`src/rtl/mem_port_arbiter_if.sv`:
```
// Bundle of the fetch/load-store request side and the shared memory port
// side of mem_port_arbiter. The arbiter connects through the slave modport;
// the requesters and memory model connect through the master modport.
interface mem_port_arbiter_if;
  // Requester side
  logic        req_fetch;
  logic [31:0] fetch_addr;
  logic        req_data;
  logic [31:0] data_addr;
  logic        data_we;
  logic [31:0] data_wdata;

  // Memory port and datapath control side
  logic [31:0] mem_addr;
  logic        mem_wr;
  logic [31:0] mem_wdata;
  logic        done_fetch;
  logic        done_data;
  logic        ir_write;
  logic        mdr_write;
  logic        mux_b_sel;
  logic        busy;

  modport slave (
    input  req_fetch, fetch_addr, req_data, data_addr, data_we, data_wdata,
    output mem_addr, mem_wr, mem_wdata, done_fetch, done_data,
           ir_write, mdr_write, mux_b_sel, busy
  );

  modport master (
    output req_fetch, fetch_addr, req_data, data_addr, data_we, data_wdata,
    input  mem_addr, mem_wr, mem_wdata, done_fetch, done_data,
           ir_write, mdr_write, mux_b_sel, busy
  );
endinterface

```
`src/rtl/mem_port_arbiter.sv`:
```
// Round-robin arbiter and access sequencer for the single shared memory port.
// Grants fetch or load/store one at a time, holds the address for the memory
// read latency, and pulses the IR/MDR load strobes in the response cycle.
// Every output is a flop; next values are computed from the state transition.
module mem_port_arbiter #(
  parameter int unsigned MEM_LAT = 32'd1
) (
  input  logic              clk,
  input  logic              reset_n,
  mem_port_arbiter_if.slave bus
);

  localparam logic [1:0] S_IDLE   = 2'd0;
  localparam logic [1:0] S_ACCESS = 2'd1;
  localparam logic [1:0] S_RESP   = 2'd2;

  localparam logic OWN_FETCH = 1'b0;
  localparam logic OWN_DATA  = 1'b1;

  // Down-counter start value: a read spends MEM_LAT cycles in ACCESS.
  localparam logic [2:0] LAT_LOAD = 3'(MEM_LAT - 32'd1);

  logic [1:0]  state_q, state_d;
  logic        owner_q, owner_d;
  logic        we_q, we_d;
  logic [31:0] addr_q, addr_d;
  logic [31:0] wdata_q, wdata_d;
  logic [2:0]  cnt_q, cnt_d;
  logic        last_grant_q, last_grant_d;

  logic [31:0] mem_addr_q, mem_addr_d;
  logic        mem_wr_q, mem_wr_d;
  logic [31:0] mem_wdata_q, mem_wdata_d;
  logic        done_fetch_q, done_fetch_d;
  logic        done_data_q, done_data_d;
  logic        ir_write_q, ir_write_d;
  logic        mdr_write_q, mdr_write_d;
  logic        mux_b_sel_q, mux_b_sel_d;
  logic        busy_q, busy_d;

  logic        gnt_valid_s;
  logic        gnt_data_s;
  logic [31:0] gnt_addr_s;
  logic        gnt_we_s;
  logic [31:0] gnt_wdata_s;

  // Pick the winner among current requests; on a tie the side not served last wins.
  always_comb begin
    gnt_valid_s = bus.req_fetch | bus.req_data;
    if (bus.req_fetch && bus.req_data) begin
      gnt_data_s = (last_grant_q == OWN_FETCH);
    end else if (bus.req_data) begin
      gnt_data_s = 1'b1;
    end else begin
      gnt_data_s = 1'b0;
    end
    if (gnt_data_s) begin
      gnt_addr_s  = bus.data_addr;
      gnt_we_s    = bus.data_we;
      gnt_wdata_s = bus.data_wdata;
    end else begin
      // Fetches never write memory.
      gnt_addr_s  = bus.fetch_addr;
      gnt_we_s    = 1'b0;
      gnt_wdata_s = 32'd0;
    end
  end

  // Sequencer: next state, latched request and next output values.
  always_comb begin
    state_d      = state_q;
    owner_d      = owner_q;
    we_d         = we_q;
    addr_d       = addr_q;
    wdata_d      = wdata_q;
    cnt_d        = cnt_q;
    last_grant_d = last_grant_q;

    // Strobes default low; the address holds its last value when idle.
    mem_addr_d   = mem_addr_q;
    mem_wr_d     = 1'b0;
    mem_wdata_d  = 32'd0;
    done_fetch_d = 1'b0;
    done_data_d  = 1'b0;
    ir_write_d   = 1'b0;
    mdr_write_d  = 1'b0;
    mux_b_sel_d  = 1'b0;
    busy_d       = 1'b0;

    case (state_q)
      S_IDLE: begin
        if (gnt_valid_s) begin
          state_d     = S_ACCESS;
          owner_d     = gnt_data_s ? OWN_DATA : OWN_FETCH;
          we_d        = gnt_we_s;
          addr_d      = gnt_addr_s;
          wdata_d     = gnt_wdata_s;
          cnt_d       = LAT_LOAD;
          mem_addr_d  = gnt_addr_s;
          busy_d      = 1'b1;
          // A store drives the write strobe only in its single ACCESS cycle.
          mem_wr_d    = gnt_we_s;
          mem_wdata_d = gnt_we_s ? gnt_wdata_s : 32'd0;
        end else begin
          state_d = S_IDLE;
        end
      end

      S_ACCESS: begin
        mem_addr_d = addr_q;
        busy_d     = 1'b1;
        if (we_q || (cnt_q == 3'd0)) begin
          state_d = S_RESP;
          cnt_d   = 3'd0;
          if (owner_q == OWN_FETCH) begin
            done_fetch_d = 1'b1;
            ir_write_d   = 1'b1;
          end else if (we_q) begin
            done_data_d = 1'b1;
          end else begin
            // Load data lands in MDR and is steered onto ALU operand B.
            done_data_d = 1'b1;
            mdr_write_d = 1'b1;
            mux_b_sel_d = 1'b1;
          end
        end else begin
          state_d = S_ACCESS;
          cnt_d   = cnt_q - 3'd1;
        end
      end

      S_RESP: begin
        state_d      = S_IDLE;
        last_grant_d = owner_q;
      end

      default: begin
        state_d = S_IDLE;
      end
    endcase
  end

  // State and output registers with synchronous active-low reset.
  always_ff @(posedge clk) begin
    if (!reset_n) begin
      state_q      <= S_IDLE;
      owner_q      <= OWN_FETCH;
      we_q         <= 1'b0;
      addr_q       <= 32'd0;
      wdata_q      <= 32'd0;
      cnt_q        <= 3'd0;
      last_grant_q <= OWN_DATA;
      mem_addr_q   <= 32'd0;
      mem_wr_q     <= 1'b0;
      mem_wdata_q  <= 32'd0;
      done_fetch_q <= 1'b0;
      done_data_q  <= 1'b0;
      ir_write_q   <= 1'b0;
      mdr_write_q  <= 1'b0;
      mux_b_sel_q  <= 1'b0;
      busy_q       <= 1'b0;
    end else begin
      state_q      <= state_d;
      owner_q      <= owner_d;
      we_q         <= we_d;
      addr_q       <= addr_d;
      wdata_q      <= wdata_d;
      cnt_q        <= cnt_d;
      last_grant_q <= last_grant_d;
      mem_addr_q   <= mem_addr_d;
      mem_wr_q     <= mem_wr_d;
      mem_wdata_q  <= mem_wdata_d;
      done_fetch_q <= done_fetch_d;
      done_data_q  <= done_data_d;
      ir_write_q   <= ir_write_d;
      mdr_write_q  <= mdr_write_d;
      mux_b_sel_q  <= mux_b_sel_d;
      busy_q       <= busy_d;
    end
  end

  assign bus.mem_addr   = mem_addr_q;
  assign bus.mem_wr     = mem_wr_q;
  assign bus.mem_wdata  = mem_wdata_q;
  assign bus.done_fetch = done_fetch_q;
  assign bus.done_data  = done_data_q;
  assign bus.ir_write   = ir_write_q;
  assign bus.mdr_write  = mdr_write_q;
  assign bus.mux_b_sel  = mux_b_sel_q;
  assign bus.busy       = busy_q;

endmodule

```
`src/flat_wrapper.sv`:
```
// flat-port wrapper written by rule: the top's interface ports become plain ports
module mem_port_arbiter_flat 
#(
  parameter int unsigned MEM_LAT = 32'd1
)
  (clk, reset_n, bus_req_fetch, bus_fetch_addr, bus_req_data, bus_data_addr, bus_data_we, bus_data_wdata, bus_mem_addr, bus_mem_wr, bus_mem_wdata, bus_done_fetch, bus_done_data, bus_ir_write, bus_mdr_write, bus_mux_b_sel, bus_busy);
  mem_port_arbiter_if bus_i ();
  input  logic clk;
  input  logic reset_n;
  input wire logic [$bits(bus_i.req_fetch)-1:0] bus_req_fetch;
  input wire logic [$bits(bus_i.fetch_addr)-1:0] bus_fetch_addr;
  input wire logic [$bits(bus_i.req_data)-1:0] bus_req_data;
  input wire logic [$bits(bus_i.data_addr)-1:0] bus_data_addr;
  input wire logic [$bits(bus_i.data_we)-1:0] bus_data_we;
  input wire logic [$bits(bus_i.data_wdata)-1:0] bus_data_wdata;
  output wire logic [$bits(bus_i.mem_addr)-1:0] bus_mem_addr;
  output wire logic [$bits(bus_i.mem_wr)-1:0] bus_mem_wr;
  output wire logic [$bits(bus_i.mem_wdata)-1:0] bus_mem_wdata;
  output wire logic [$bits(bus_i.done_fetch)-1:0] bus_done_fetch;
  output wire logic [$bits(bus_i.done_data)-1:0] bus_done_data;
  output wire logic [$bits(bus_i.ir_write)-1:0] bus_ir_write;
  output wire logic [$bits(bus_i.mdr_write)-1:0] bus_mdr_write;
  output wire logic [$bits(bus_i.mux_b_sel)-1:0] bus_mux_b_sel;
  output wire logic [$bits(bus_i.busy)-1:0] bus_busy;
  assign bus_i.req_fetch = bus_req_fetch;
  assign bus_i.fetch_addr = bus_fetch_addr;
  assign bus_i.req_data = bus_req_data;
  assign bus_i.data_addr = bus_data_addr;
  assign bus_i.data_we = bus_data_we;
  assign bus_i.data_wdata = bus_data_wdata;
  assign bus_mem_addr = bus_i.mem_addr;
  assign bus_mem_wr = bus_i.mem_wr;
  assign bus_mem_wdata = bus_i.mem_wdata;
  assign bus_done_fetch = bus_i.done_fetch;
  assign bus_done_data = bus_i.done_data;
  assign bus_ir_write = bus_i.ir_write;
  assign bus_mdr_write = bus_i.mdr_write;
  assign bus_mux_b_sel = bus_i.mux_b_sel;
  assign bus_busy = bus_i.busy;
  mem_port_arbiter #(.MEM_LAT(MEM_LAT)) u_core (.clk(clk), .reset_n(reset_n), .bus(bus_i));
endmodule
```
`config.mk`:
```
export PLATFORM = sky130hd
export DESIGN_NAME = mem_port_arbiter_flat
export DESIGN_NICKNAME = d
export VERILOG_FILES = /design/src/rtl/mem_port_arbiter_if.sv /design/src/rtl/mem_port_arbiter.sv /design/src/flat_wrapper.sv
export SDC_FILE = /design/constraint.sdc
export NUM_CORES = 1
export LEC_CHECK = 0
export BUFFER_PORTS_ARGS = -buffer_cell sky130_fd_sc_hd__buf_2
export CORE_UTILIZATION = 50
export DETAILED_ROUTE_END_ITERATION = 10
export PLACE_DENSITY_LB_ADDON = 0.25
export SYNTH_ARGS = -nofsm -noshare
export SYNTH_HDL_FRONTEND = slang
export SYNTH_SLANG_ARGS = --single-unit
```
`constraint.sdc`:
```
create_clock -name clk -period 2.4 [get_ports clk]
set_input_delay 0.6 -clock clk [delete_from_list [all_inputs] [get_ports clk]]
set_output_delay 0.6 -clock clk [all_outputs]
set_load 0.02 [all_outputs]
```
# Yosys cells after proc, flatten, opt, wreduce, memory -nomap -nowiden
# Index checks and enable logic that the tools add are counted.
# totals
reg_bits,109
input_bits,101
out_inout_bits,71
word_cells,48
# op_classes
addsub,1
n_eq_ne,3
mux,18
bitwise_logic,2
n_reduce_logical,11
# op_table
op,n
$mux 32,2
$pmux 32 s2,1
$mux 1,9
$mux 3,2
$pmux 3 s2,1
$reduce_and 3->1,2
$reduce_and 5->1,1
$pmux 2 s2,1
$reduce_and 2->1,2
$reduce_and 4->1,1
$logic_not 3->1,1
$sub 3x1->3 const B,1
$eq 2x1->1 const B,1
$eq 2x2->1 const B,1
$logic_not 2->1,1
$mux 2,1
$ne 2x1->1 const B,1
$pmux 1 s2,1
$reduce_bool 2->1,1
$logic_and 1x1->1,1
$logic_or 1x1->1,1
$not 1->1,1
$or 1x1->1,1

# Depth between registers and ports, before layout
# Gate-level depths: netlist of run 1.
# logic_depth
depth_word,5
depth_mapped,5
depth_no_buf,5

# Worst setup path after synthesis of run 1
# No wires, ideal clock.
# synth_path
kind,input to register
from,in bus_req_data
to,"reg u_core.mem_addr_q[29], in the netlist u_core.bus.mem_addr[29]"
setup_time_ps,134
t_arrival_ps,1424
t_required_ps,2266
slack_ps,842
path_stages,5
path_buffers,2
path_cell_list,or2_2 -> buf_2 -> nand3_1 -> buf_2 -> o22ai_1
# synth_between
elab_chain_cells,5
word_cells_on_any_way,9
cone_classes,1 x eq/ne; 5 x mux; 1 x bitwise; 2 x reduce/logical
# synth_lines
item,line_no,text
from (decl),flat_wrapper.sv:12,input wire logic [$bits(bus_i.req_data)-1:0] bus_req_data;
$mux 1 or $logic_and 1x1->1 (tied branches),"mem_port_arbiter.sv:52, mem_port_arbiter.sv:50",
$mux 1,mem_port_arbiter.sv:50,if (bus.req_fetch && bus.req_data) begin
$mux 32,mem_port_arbiter.sv:57,if (gnt_data_s) begin
$mux 32,mem_port_arbiter.sv:92,if (gnt_valid_s) begin
$pmux 32 s2,mem_port_arbiter.sv:90,case (state_q)
to (signal assigned),mem_port_arbiter.sv:170,mem_addr_q <= mem_addr_d;
to (decl),mem_port_arbiter.sv:31,"logic [31:0] mem_addr_q, mem_addr_d;"
# Parallel ways exist; a longest one is shown, timed or not. The select of a mux whose other input is x is not followed.
# A chain may end at the register's enable or synchronous reset.

# Worst setup path after layout of run 1
# layout_path
from,reg u_core.state_q[0]
to,reg u_core.addr_q[12]
# layout_between
elab_chain_cells,2
# layout_lines
item,line_no,text
from (decl),mem_port_arbiter.sv:23,"logic [1:0] state_q, state_d;"
from (signal assigned),mem_port_arbiter.sv:163,state_q <= state_d;
$logic_not 2->1,mem_port_arbiter.sv:90,
$reduce_and 2->1 (no line),--,
to (signal assigned),mem_port_arbiter.sv:166,addr_q <= addr_d;
to (decl),mem_port_arbiter.sv:26,"logic [31:0] addr_q, addr_d;"
# No other way between the ends.

==> reports/results.tsv, run 1 <==
stage	metric	value	unit
final_layout	multiInputGateArea	2020	µm²
cts	clk_latency	0.35	ns
logic_synthesis	yosys_warnings	0	
place	dp_hpwl	7260	µm
floorplan	coreArea	8680	µm²
critical_path	cp_max_fo	33	
routing	vias	3800	
sta	skew	0.0130	ns
critical_path	path_class	flip-flop to flip-flop	
cts	cts_buffers	9	
logic_synthesis	avgSynthCellArea	10.7	µm²
pwr	clkPwrFrac	25.9	%
pwr	pwr-share-comb	20.2	%
sta	layout_setup_ws	0.423	ns
place	place_congestion	0.744	
run_status	status	complete, no violations	
place	placed_area	5320	µm²
sta	fmax	506	MHz
routing	wl_met2	5160	µm
critical_path	crit_path_end_kind	flip-flop	
pwr	p_int	0.00265	W
critical_path	cp_slowest_stage_delay	0.86	ns
global_routing	grt_overflow	0	
global_routing	grt_pass1_vias	3758	
logic_synthesis	ys_types	34	
logic_synthesis	syn_area	4480	µm²
sta	finalHoldViolations	0	
routing	initialDrtViolationCount	141	
pwr	p_leak	2.41	nW
place	pre_cts_slack	0.293	ns
routing	avgViaCountPerCell	5.55	
routing	wirelength	10800	µm
critical_path	cp_top_family	simple AND/OR/NAND/NOR gates	
sta	maxSlewHeadroom	23.5	%
run	maxCapViolCount	0	
sta	final.setup.tns	0	ns
final_layout	regArea	2180	µm²
cts	cts_buffer_depth	2	
routing	wl_met3	745	µm
routing	wl_met1	4870	µm
global_routing	grt_first_pass_wirelength	18100	µm
logic_synthesis	synth_cells	419	
pwr	swShare	30.1	%
pwr	seqPwrFrac	53.9	%
cts	ctsRootBufferMaster	clkbuf_8	
logic_synthesis	syn_nets	522	
final_layout	area_growth	22.6	%
critical_path	startpoint_type	flip-flop	
routing	drc	0	
global_routing	grt_max_degree	59	
cts	clock_sinks	109	
cts	cts_tree	built	
final_layout	diodes	0	
sta	period_minus_slack	1.98	ns
critical_path	critPathRequiredTime	2.58	ns
cts	cts_max_level	3	
final_layout	drive_gt1_share	40.2	%
critical_path	cpMaxStageDelayCell	nor2_4	
sta	drv_slew	0	
sta	period_share	82.4	%
logic_synthesis	ys_seq_area_share	48.7	%
critical_path	crit_buf_inv	0	
pwr	ir_drop	278	µV
sta	hold_slack	0.437	ns
floorplan	initial_core_util	51.6	%
floorplan	ios	172	
sta	worst_slew_pin_slew	1.14	ns
logic_synthesis	synth_seq_cells	109	
routing	first_pass_iters	4	
pwr	p_switching	0.00114	W
floorplan	dieWidth	96.6	µm
global_routing	grt_util_all_layers	23.4	%
min_path	hold_class	primary input to flip-flop	
floorplan	die_h	96.6	µm
global_routing	antenna_found_initial	0	
cts	clkTransAtPathRegs	0.11	ns
routing	ant_nets	0	
final_layout	final_area	5490	µm²
cts	postCtsResizedCells	0	
sta	rsz0062_at_grt	false	
final_layout	fin_nets	675	
cts	post_cts_buffers	0	
pwr	power.density	691	nW/µm²
sta	setup_violations	0	
routing	wl_per_cell	15.8	µm
critical_path	arrival	2.16	ns
routing	top_layer	met4	
final_layout	fillCellCount	734	
cts	hold_buffers	0	
critical_path	crit_chain	or2_2 > nor2_4 > a211oi_2	
pwr	p_total	0.00379	W
place	port_buffers	171	
floorplan	fp-row-count	34	
floorplan	die-area	9340	µm²
[cells in the mapped netlist (all sizes together)]
| cell | number | area, µm² |
|---|---|---|
| nor2b | 2 | 12.5 |
| inv | 5 | 18.8 |
| ha | 2 | 25.0 |
| o21ai | 5 | 25.0 |
| a21oi | 36 | 180 |
| o22ai | 32 | 200 |
| o211ai | 2 | 15.0 |
| nand2b | 3 | 18.8 |
| dfxtp | 109 | 2180 |
| and2 | 64 | 400 |
| nand3 | 2 | 10.0 |
| or2 | 2 | 12.5 |
| buf | 27 | 220 |
| o21a | 1 | 7.51 |
| a221oi | 32 | 280 |
| or4 | 3 | 22.5 |
| clkbuf | 13 | 50.0 |
| a31oi | 1 | 6.26 |
| a211oi | 32 | 375 |
| and4 | 1 | 11.3 |
| nor2 | 5 | 23.8 |
| or4b | 1 | 10.0 |
| a21boi | 1 | 11.3 |
| nand2 | 2 | 7.51 |
| mux2i | 32 | 320 |
| nor3 | 4 | 31.3 |
[path summary, 6_finish.rpt]
check | startpoint | endpoint | slack [ns] | cells past startpoint
worst max-delay path | u_core.state_q[0]$_SDFF_PN0_ | u_core.addr_q[12]$_SDFFE_PN0P_ | 0.42 | 3
worst min-delay path | bus_data_wdata[24] | u_core.bus.mem_wdata[24]$_SDFF_PN0_ | 0.44 | 2
worst max register to register | u_core.state_q[0]$_SDFF_PN0_ | u_core.addr_q[12]$_SDFFE_PN0P_ | 0.42 | 3
worst min register to register | u_core.owner_q$_SDFFE_PN0P_ | u_core.bus.done_fetch$_SDFF_PN0_ | 0.44 | 1
[cell families (layout without fill, tap and decap cells)]
| family | Yosys count | count (layout) | share of synthesized area, % |
|---|---|---|---|
| compound gates | 142 | 142 | 24.6 |
| buf+inv | 45 | 203 | 6.45 |
| fa+ha+maj | 2 | 2 | 0.559 |
| mux | 32 | 32 | 7.15 |
| simple gates | 89 | 89 | 12.5 |
| flops | 109 | 109 | 48.7 |
[area by class of cell]
type                            count  area share, %
Timing Repair Buffer              182           17.5
Clock inverter                      5          0.684
Clock buffer                       11           2.39
Inverter                            5          0.342
Tap cell                          108           2.46
Multi-Input combinational cell    265           36.8
Sequential cell                   109           39.7
[sequential cells by signal, indices dropped and copies added (netlist names)]
| register | count |
|---|---|
| u_core.owner_q | 1 |
| u_core.addr_q | 32 |
| u_core.bus.busy | 1 |
| u_core.bus.mem_wdata | 32 |
| u_core.state_q | 2 |
| u_core.bus.mem_wr | 1 |
| u_core.we_q | 1 |
| u_core.bus.mdr_write | 1 |
| u_core.bus.mem_addr | 32 |
| u_core.bus.done_fetch | 1 |
| u_core.cnt_q | 3 |
| u_core.last_grant_q | 1 |
| u_core.bus.done_data | 1 |
[metrics by stage]
stage | util [%] | std cells
2_1_floorplan | - | 419
3_3_place_gp | 61.3 | 669
3_5_place_dp | 61.3 | 669
4_1_cts | 63.3 | 685
5_1_grt | 63.3 | 685
6_report | 63.3 | 685
[metal layers]
| layer | vias to the layer above | global-route usage [%] |
|---|---|---|
| li1 | 1861 | - |
| met1 | 1781 | 30.1 |
| met2 | 153 | 40.1 |
| met3 | 5 | 4.12 |
| met4 | 0 | 6.66 |
| met5 | - | 0 |
[power groups by stage]
stage / registers (W) / logic (W) / clock network (W)
CTS: 0.00204 / 0.000770 / 0.00101
finish: 0.00204 / 0.000766 / 0.000985
detailed placement: 0.00208 / 0.000766 / 0
global placement: 0.00208 / 0.000750 / 0
floorplan: 0.00216 / 0.000436 / 0
global route: 0.00206 / 0.000832 / 0.00108
[cell usage in the layout, fill, tap and decap left out, types with 2 or more instances in the layout]
cell type and count:
a21oi_1 36, clkbuf_8 9, nor3_1 3, a211oi_2 27, a221oi_1 32, o21ai_0 5
o22ai_1 32, or2_2 2, and2_1 64, nand2b_1 3, clkbuf_1 2, clkinvlp_4 2
buf_2 171, nor2_1 3, buf_4 9, a211oi_1 5, mux2i_1 32, buf_12 2
inv_1 4, nand3_1 2, o211ai_1 2, nand2_1 2, ha_1 2, dfxtp_1 109
clkinv_4 2, or4_1 3
Note: power is estimated with default switching activity, not from simulation.
==> inputs of run 2 (changes only) <==
CORE_UTILIZATION = 49   (was 50)
clock period = 2.07 ns   (was 2.4 ns; I/O delays follow)
==> reports/results.tsv, run 2 (same netlist as run 1, synthesis figures left out) <==
stage	metric	value	unit
run_status	status	complete, no violations	
sta	finalHoldViolations	0	
cts	clkTransAtPathRegs	0.11	ns
min_path	hold_class	primary input to flip-flop	
critical_path	crit_buf_inv	0	
final_layout	fin_nets	675	
routing	drc	0	
routing	wirelength	10800	µm
sta	worst_slew_pin_slew	1.12	ns
cts	ctsRootBufferMaster	clkbuf_8	
pwr	p_leak	2.45	nW
global_routing	grt_max_degree	41	
cts	cts_buffers	9	
critical_path	crit_chain	or2_2 > nor2_4 > a211oi_1	
final_layout	area_growth	24.6	%
pwr	ir_drop	388	µV
final_layout	drive_gt1_share	40.6	%
floorplan	die_h	97.6	µm
floorplan	initial_core_util	51.1	%
floorplan	ios	172	
sta	rsz0062_at_grt	false	
final_layout	layout_commonest_cell	buf_2	
floorplan	die-area	9520	µm²
critical_path	cp_top_family	simple AND/OR/NAND/NOR gates	
cts	clock_sinks	109	
place	place_congestion	0.740	
pwr	power.density	835	nW/µm²
cts	post_cts_buffers	0	
final_layout	final_cell_mix	171 x buf_2, 109 x dfxtp_1, 64 x and2_1, 36 x a21oi_1	
critical_path	startpoint	u_core.state_q[0]$_SDFF_PN0_	
critical_path	crit_path_end_kind	flip-flop	
final_layout	final_core_util	63.6	%
routing	avgViaCountPerCell	5.58	
floorplan	coreArea	8760	µm²
cts	cts_max_level	3	
sta	period_share	91.0	%
routing	first_pass_iters	4	
global_routing	grt_pass1_vias	3599	
routing	ant_nets	0	
cts	hold_buffers	0	
place	placed_area	5360	µm²
critical_path	startpoint_type	flip-flop	
cts	cts_buffer_depth	2	
critical_path	arrival	2.07	ns
critical_path	cpMaxStageDelayCell	nor2_4	
routing	vias	3822	
routing	wl_per_cell	15.8	µm
cts	cts_tree	built	
sta	layout_setup_ws	0.186	ns
global_routing	grt_first_pass_wirelength	17700	µm
critical_path	critPathRequiredTime	2.26	ns
critical_path	cp_slowest_stage_delay	0.85	ns
cts	postCtsResizedCells	0	
global_routing	antenna_found_initial	0	
sta	period_minus_slack	1.88	ns
sta	drv_slew	0	
sta	skew	0.0140	ns
final_layout	final_area	5580	µm²
global_routing	grt_overflow	0	
critical_path	path_class	flip-flop to flip-flop	
sta	setup_violations	0	
place	port_buffers	171	
min_path	hold_start	bus_data_wdata[9]	
global_routing	grt_util_all_layers	22.8	%
sta	fmax	531	MHz
critical_path	timing.rr.start	u_core.state_q[0]$_SDFF_PN0_	
place	pre_cts_slack	-0.00617	ns
run	maxCapViolCount	0	
routing	initialDrtViolationCount	103	
floorplan	fp-row-count	34	
floorplan	dieWidth	97.6	µm
critical_path	cp_max_fo	33	
sta	maxSlewHeadroom	25.2	%
sta	hold_slack	0.339	ns
cts	clk_latency	0.37	ns
final_layout	diodes	0	
place	dp_hpwl	7030	µm
==> run 2: changes by cell type in the layout (fill, tap and decap cells not counted), sizes merged <==
cell | previous run | this run
inv | 5 | 6
clkinvlp | 2 | 0
bufinv | 0 | 1
==> run 2: layout make-up <==
type	instances	area [µm²]
tap	108	135
sequential	109	2180
multi-input combinational	265	2020
inverter	5	18.8
fill	744	3190
timing repair buffer	182	1000
clock buffer	11	151
clock inverter	5	67.6
==> run 2: stage by stage <==
| step | power (W) | TNS (ns) | instances |
|---|---|---|---|
| floorplan | 0.00301 | 0 | 419 |
| global placement | 0.00329 | 0 | 669 |
| detailed placement | 0.00332 | -0.00865 | 669 |
| CTS | 0.00468 | 0 | 685 |
| global route | 0.00487 | 0 | 685 |
| finish | 0.00466 | 0 | 685 |
==> run 2: final timing paths <==
kind                                                      endpoint  slack (ns)  cells after the start
worst min register to register    u_core.bus.done_fetch$_SDFF_PN0_        0.44                      1
worst max-delay path                 u_core.addr_q[1]$_SDFFE_PN0P_        0.19                      3
worst min-delay path            u_core.bus.mem_wdata[9]$_SDFF_PN0_        0.34                      2
worst max register to register       u_core.addr_q[1]$_SDFFE_PN0P_        0.19                      3
==> run 2: metal layers <==
layer  vias up  global-route usage, %  part of all wire, %
met1      1798                   28.8                   46
met2       155                   37.8                   46
met3        15                   5.25                  6.6
li1       1854                      -                    -
met4         0                   8.60                  1.6
met5         -                      0                    0
==> run 2: where the power goes <==
| group | internal (W) | switching (W) | leakage [nW] |
|---|---|---|---|
| registers | 0.00227 | 0.000102 | 0.895 |
| logic | 0.000376 | 0.000530 | 1.44 |
| clock network | 0.000641 | 0.000741 | 0.112 |
| total | 0.00328 | 0.00137 | 2.45 |
==> inputs of run 3 (changes only) <==
ABC_AREA = 1   (was unset)
CORE_UTILIZATION = 50   (was 49)
==> reports/results.tsv, run 3 <==
stage	metric	value	unit
logic_synthesis	yosys_warnings	0	
critical_path	crit_path_end_kind	output pin	
cts	cts_max_level	3	
critical_path	rr_worst_depth	6	
critical_path	arrival	0.92	ns
cts	post_cts_buffers	0	
cts	clkTransAtPathRegs	0.10	ns
logic_synthesis	synth_flop_cell	dfxtp_1	
critical_path	startpoint_type	flip-flop	
final_layout	area_growth	23.1	%
cts	cts_buffers	9	
run_status	status	complete, no violations	
critical_path	r2r_end	u_core.cnt_q[0]$_SDFFE_PN0P_	
routing	vias	4749	
final_layout	layout_commonest_cell	buf_2	
final_layout	final_cell_mix	171 x buf_2, 170 x nand2_1, 138 x inv_1, 137 x nor2_1, 109 x dfxtp_1	
floorplan	initial_core_util	52.6	%
floorplan	die-area	10300	µm²
sta	layout_setup_ws	0.632	ns
logic_synthesis	syn_area	4960	µm²
critical_path	crit_buf_inv	1	
global_routing	gr-usage-met2	41.1	%
sta	period_share	69.5	%
logic_synthesis	syn_nets	852	
cts	postCtsResizedCells	0	
min_path	min_to	u_core.bus.mem_wdata[10]$_SDFF_PN0_	
floorplan	fp-row-count	35	
routing	drc	0	
critical_path	timing.rr.start	u_core.state_q[1]$_SDFF_PN0_	
sta	setup_violations	0	
logic_synthesis	ys_top_cells_by_count	171 x nand2_1, 138 x inv_1, 137 x nor2_1	
global_routing	use_met1	26.3	%
critical_path	path_class	flip-flop to output pin	
sta	worst_slew_pin_slew	0.465	ns
place	dp_hpwl	7610	µm
logic_synthesis	avgSynthCellArea	6.62	µm²
global_routing	antenna_found_initial	0	
routing	avgViaCountPerCell	4.58	
logic_synthesis	synth_seq_cells	109	
place	port_buffers	171	
sta	drv_slew	0	
final_layout	diodes	0	
critical_path	cp_max_fo	2	
final_layout	drive_gt1_share	24.5	%
logic_synthesis	async_flop_share	0	%
global_routing	use_met3	4.28	%
sta	fmax	696	MHz
cts	cts_buffer_depth	2	
global_routing	grt_first_pass_wirelength	18100	µm
global_routing	top_usage_layer	met2	
routing	wirelength	11300	µm
global_routing	grt_max_degree	42	
place	place_congestion	0.754	
run	maxCapViolCount	0	
global_routing	grt_overflow	0	
logic_synthesis	synth_top_cell_by_area	dfxtp_1	
critical_path	cpMaxStageDelayCell	dfxtp_1	
floorplan	dieWidth	102	µm
logic_synthesis	synth-edff-count	0	
sta	period_minus_slack	1.44	ns
logic_synthesis	ys_seq_area_share	44.0	%
min_path	hold_class	primary input to flip-flop	
cts	ctsRootBufferMaster	clkbuf_8	
sta	maxSlewHeadroom	69.0	%
cts	clock_sinks	109	
critical_path	crit_chain	buf_2	
routing	initialDrtViolationCount	151	
floorplan	coreArea	9420	µm²
routing	ant_nets	0	
critical_path	cp_slowest_stage_delay	0.38	ns
final_layout	final_core_util	64.8	%
sta	final.setup.tns	0	ns
routing	first_pass_iters	4	
sta	finalHoldViolations	0	
final_layout	fin_nets	1005	
pwr	p_leak	3.64	nW
floorplan	ios	172	
cts	cts_tree	built	
min_path	hold_depth	3	
logic_synthesis	ys_types	21	
cts	clk_latency	0.36	ns
pwr	power.density	789	nW/µm²
place	pre_cts_slack	0.349	ns
cts	hold_buffers	0	
pwr	ir_drop	408	µV
logic_synthesis	synth.area.top_cells	dfxtp_1 44%, nand2_1 13%, inv_1 10%, nor2_1 10%, nand3_1 9.0%	
logic_synthesis	synth_cells	749	
min_path	hold_start	bus_data_wdata[10]	
critical_path	cp_top_family	flip-flops	
floorplan	die_h	102	µm
critical_path	rrSetupSlack	0.66	ns
sta	skew	0.0102	ns
logic_synthesis	synth_most_common_cell	nand2_1	
sta	rsz0062_at_grt	false	
critical_path	critPathRequiredTime	1.55	ns
global_routing	grt_pass1_vias	4168	
global_routing	grt_util_all_layers	22.1	%
logic_synthesis	yosysTopAreaCellShare	44.0	%
routing	wl_per_cell	10.9	µm
[run 3: how the worst max path moves through the flow]
| stage | from | to | slack (ns) | cells past startpoint |
|---|---|---|---|---|
| floorplan | bus_req_data | u_core.bus.mem_addr[0]$_SDFFE_PN0P_ | 0.64 | 10 |
| global placement | bus_req_fetch | u_core.we_q$_SDFFE_PN0P_ | 0.36 | 8 |
| detailed placement | bus_req_fetch | u_core.we_q$_SDFFE_PN0P_ | 0.35 | 8 |
| CTS | u_core.bus.mem_addr[1]$_SDFFE_PN0P_ | bus_mem_addr[1] | 0.62 | 1 |
| global route | u_core.state_q[0]$_SDFF_PN0_ | u_core.bus.mem_addr[22]$_SDFFE_PN0P_ | 0.51 | 8 |
| finish | u_core.bus.mem_addr[1]$_SDFFE_PN0P_ | bus_mem_addr[1] | 0.63 | 1 |
[run 3: layout make-up]
cell class / instances / area [µm²]
inverters: 143 / 537
multi-input cells: 455 / 1990
clock buffers: 10 / 138
flip-flops and latches: 109 / 2180
repair buffers: 184 / 1000
well taps: 129 / 161
fillers: 933 / 3310
clock inverters: 6 / 91.3
[run 3: metal layers]
| metal | vias up | wire length, µm |
|---|---|---|
| met2 | 112 | 5700 |
| met1 | 2102 | 5010 |
| li1 | 2528 | - |
| met4 | 0 | 88 |
| met3 | 7 | 456 |
| met5 | - | 0 |
[run 3: logic make-up (layout without fill, tap and decap cells)]
group / count (synthesis) / in the layout / synth area share, %
buffers and inverters: 185 / 343 / 15.9
flip-flops: 109 / 109 / 44.0
adder cells (fa/ha/maj): 2 / 2 / 0.505
AO/OA/AOI/OAI: 39 / 39 / 4.09
XOR/XNOR: 1 / 1 / 0.177
AND/OR/NAND/NOR: 413 / 413 / 35.3
[run 3: per-stage QoR]
| stage | cells | total power, W | instance area (µm²) | hold slack (ns) |
|---|---|---|---|---|
| 3_3_place_gp | 1020 | 0.00341 | 5870 | 0.414 |
| 2_1_floorplan | 749 | 0.00311 | 4960 | 0.397 |
| 5_1_grt | 1036 | 0.00508 | 6100 | 0.337 |
| 6_report | 1036 | 0.00482 | 6100 | 0.351 |
| 3_5_place_dp | 1020 | 0.00342 | 5870 | 0.418 |
| 4_1_cts | 1036 | 0.00486 | 6100 | 0.334 |
[run 3: where the power goes]
part / total, W / internal (W) / switching, W
sequential: 0.00234 / 0.00226 / 0.0000825
clock: 0.00144 / 0.000726 / 0.000719
combinational: 0.00103 / 0.000383 / 0.000647
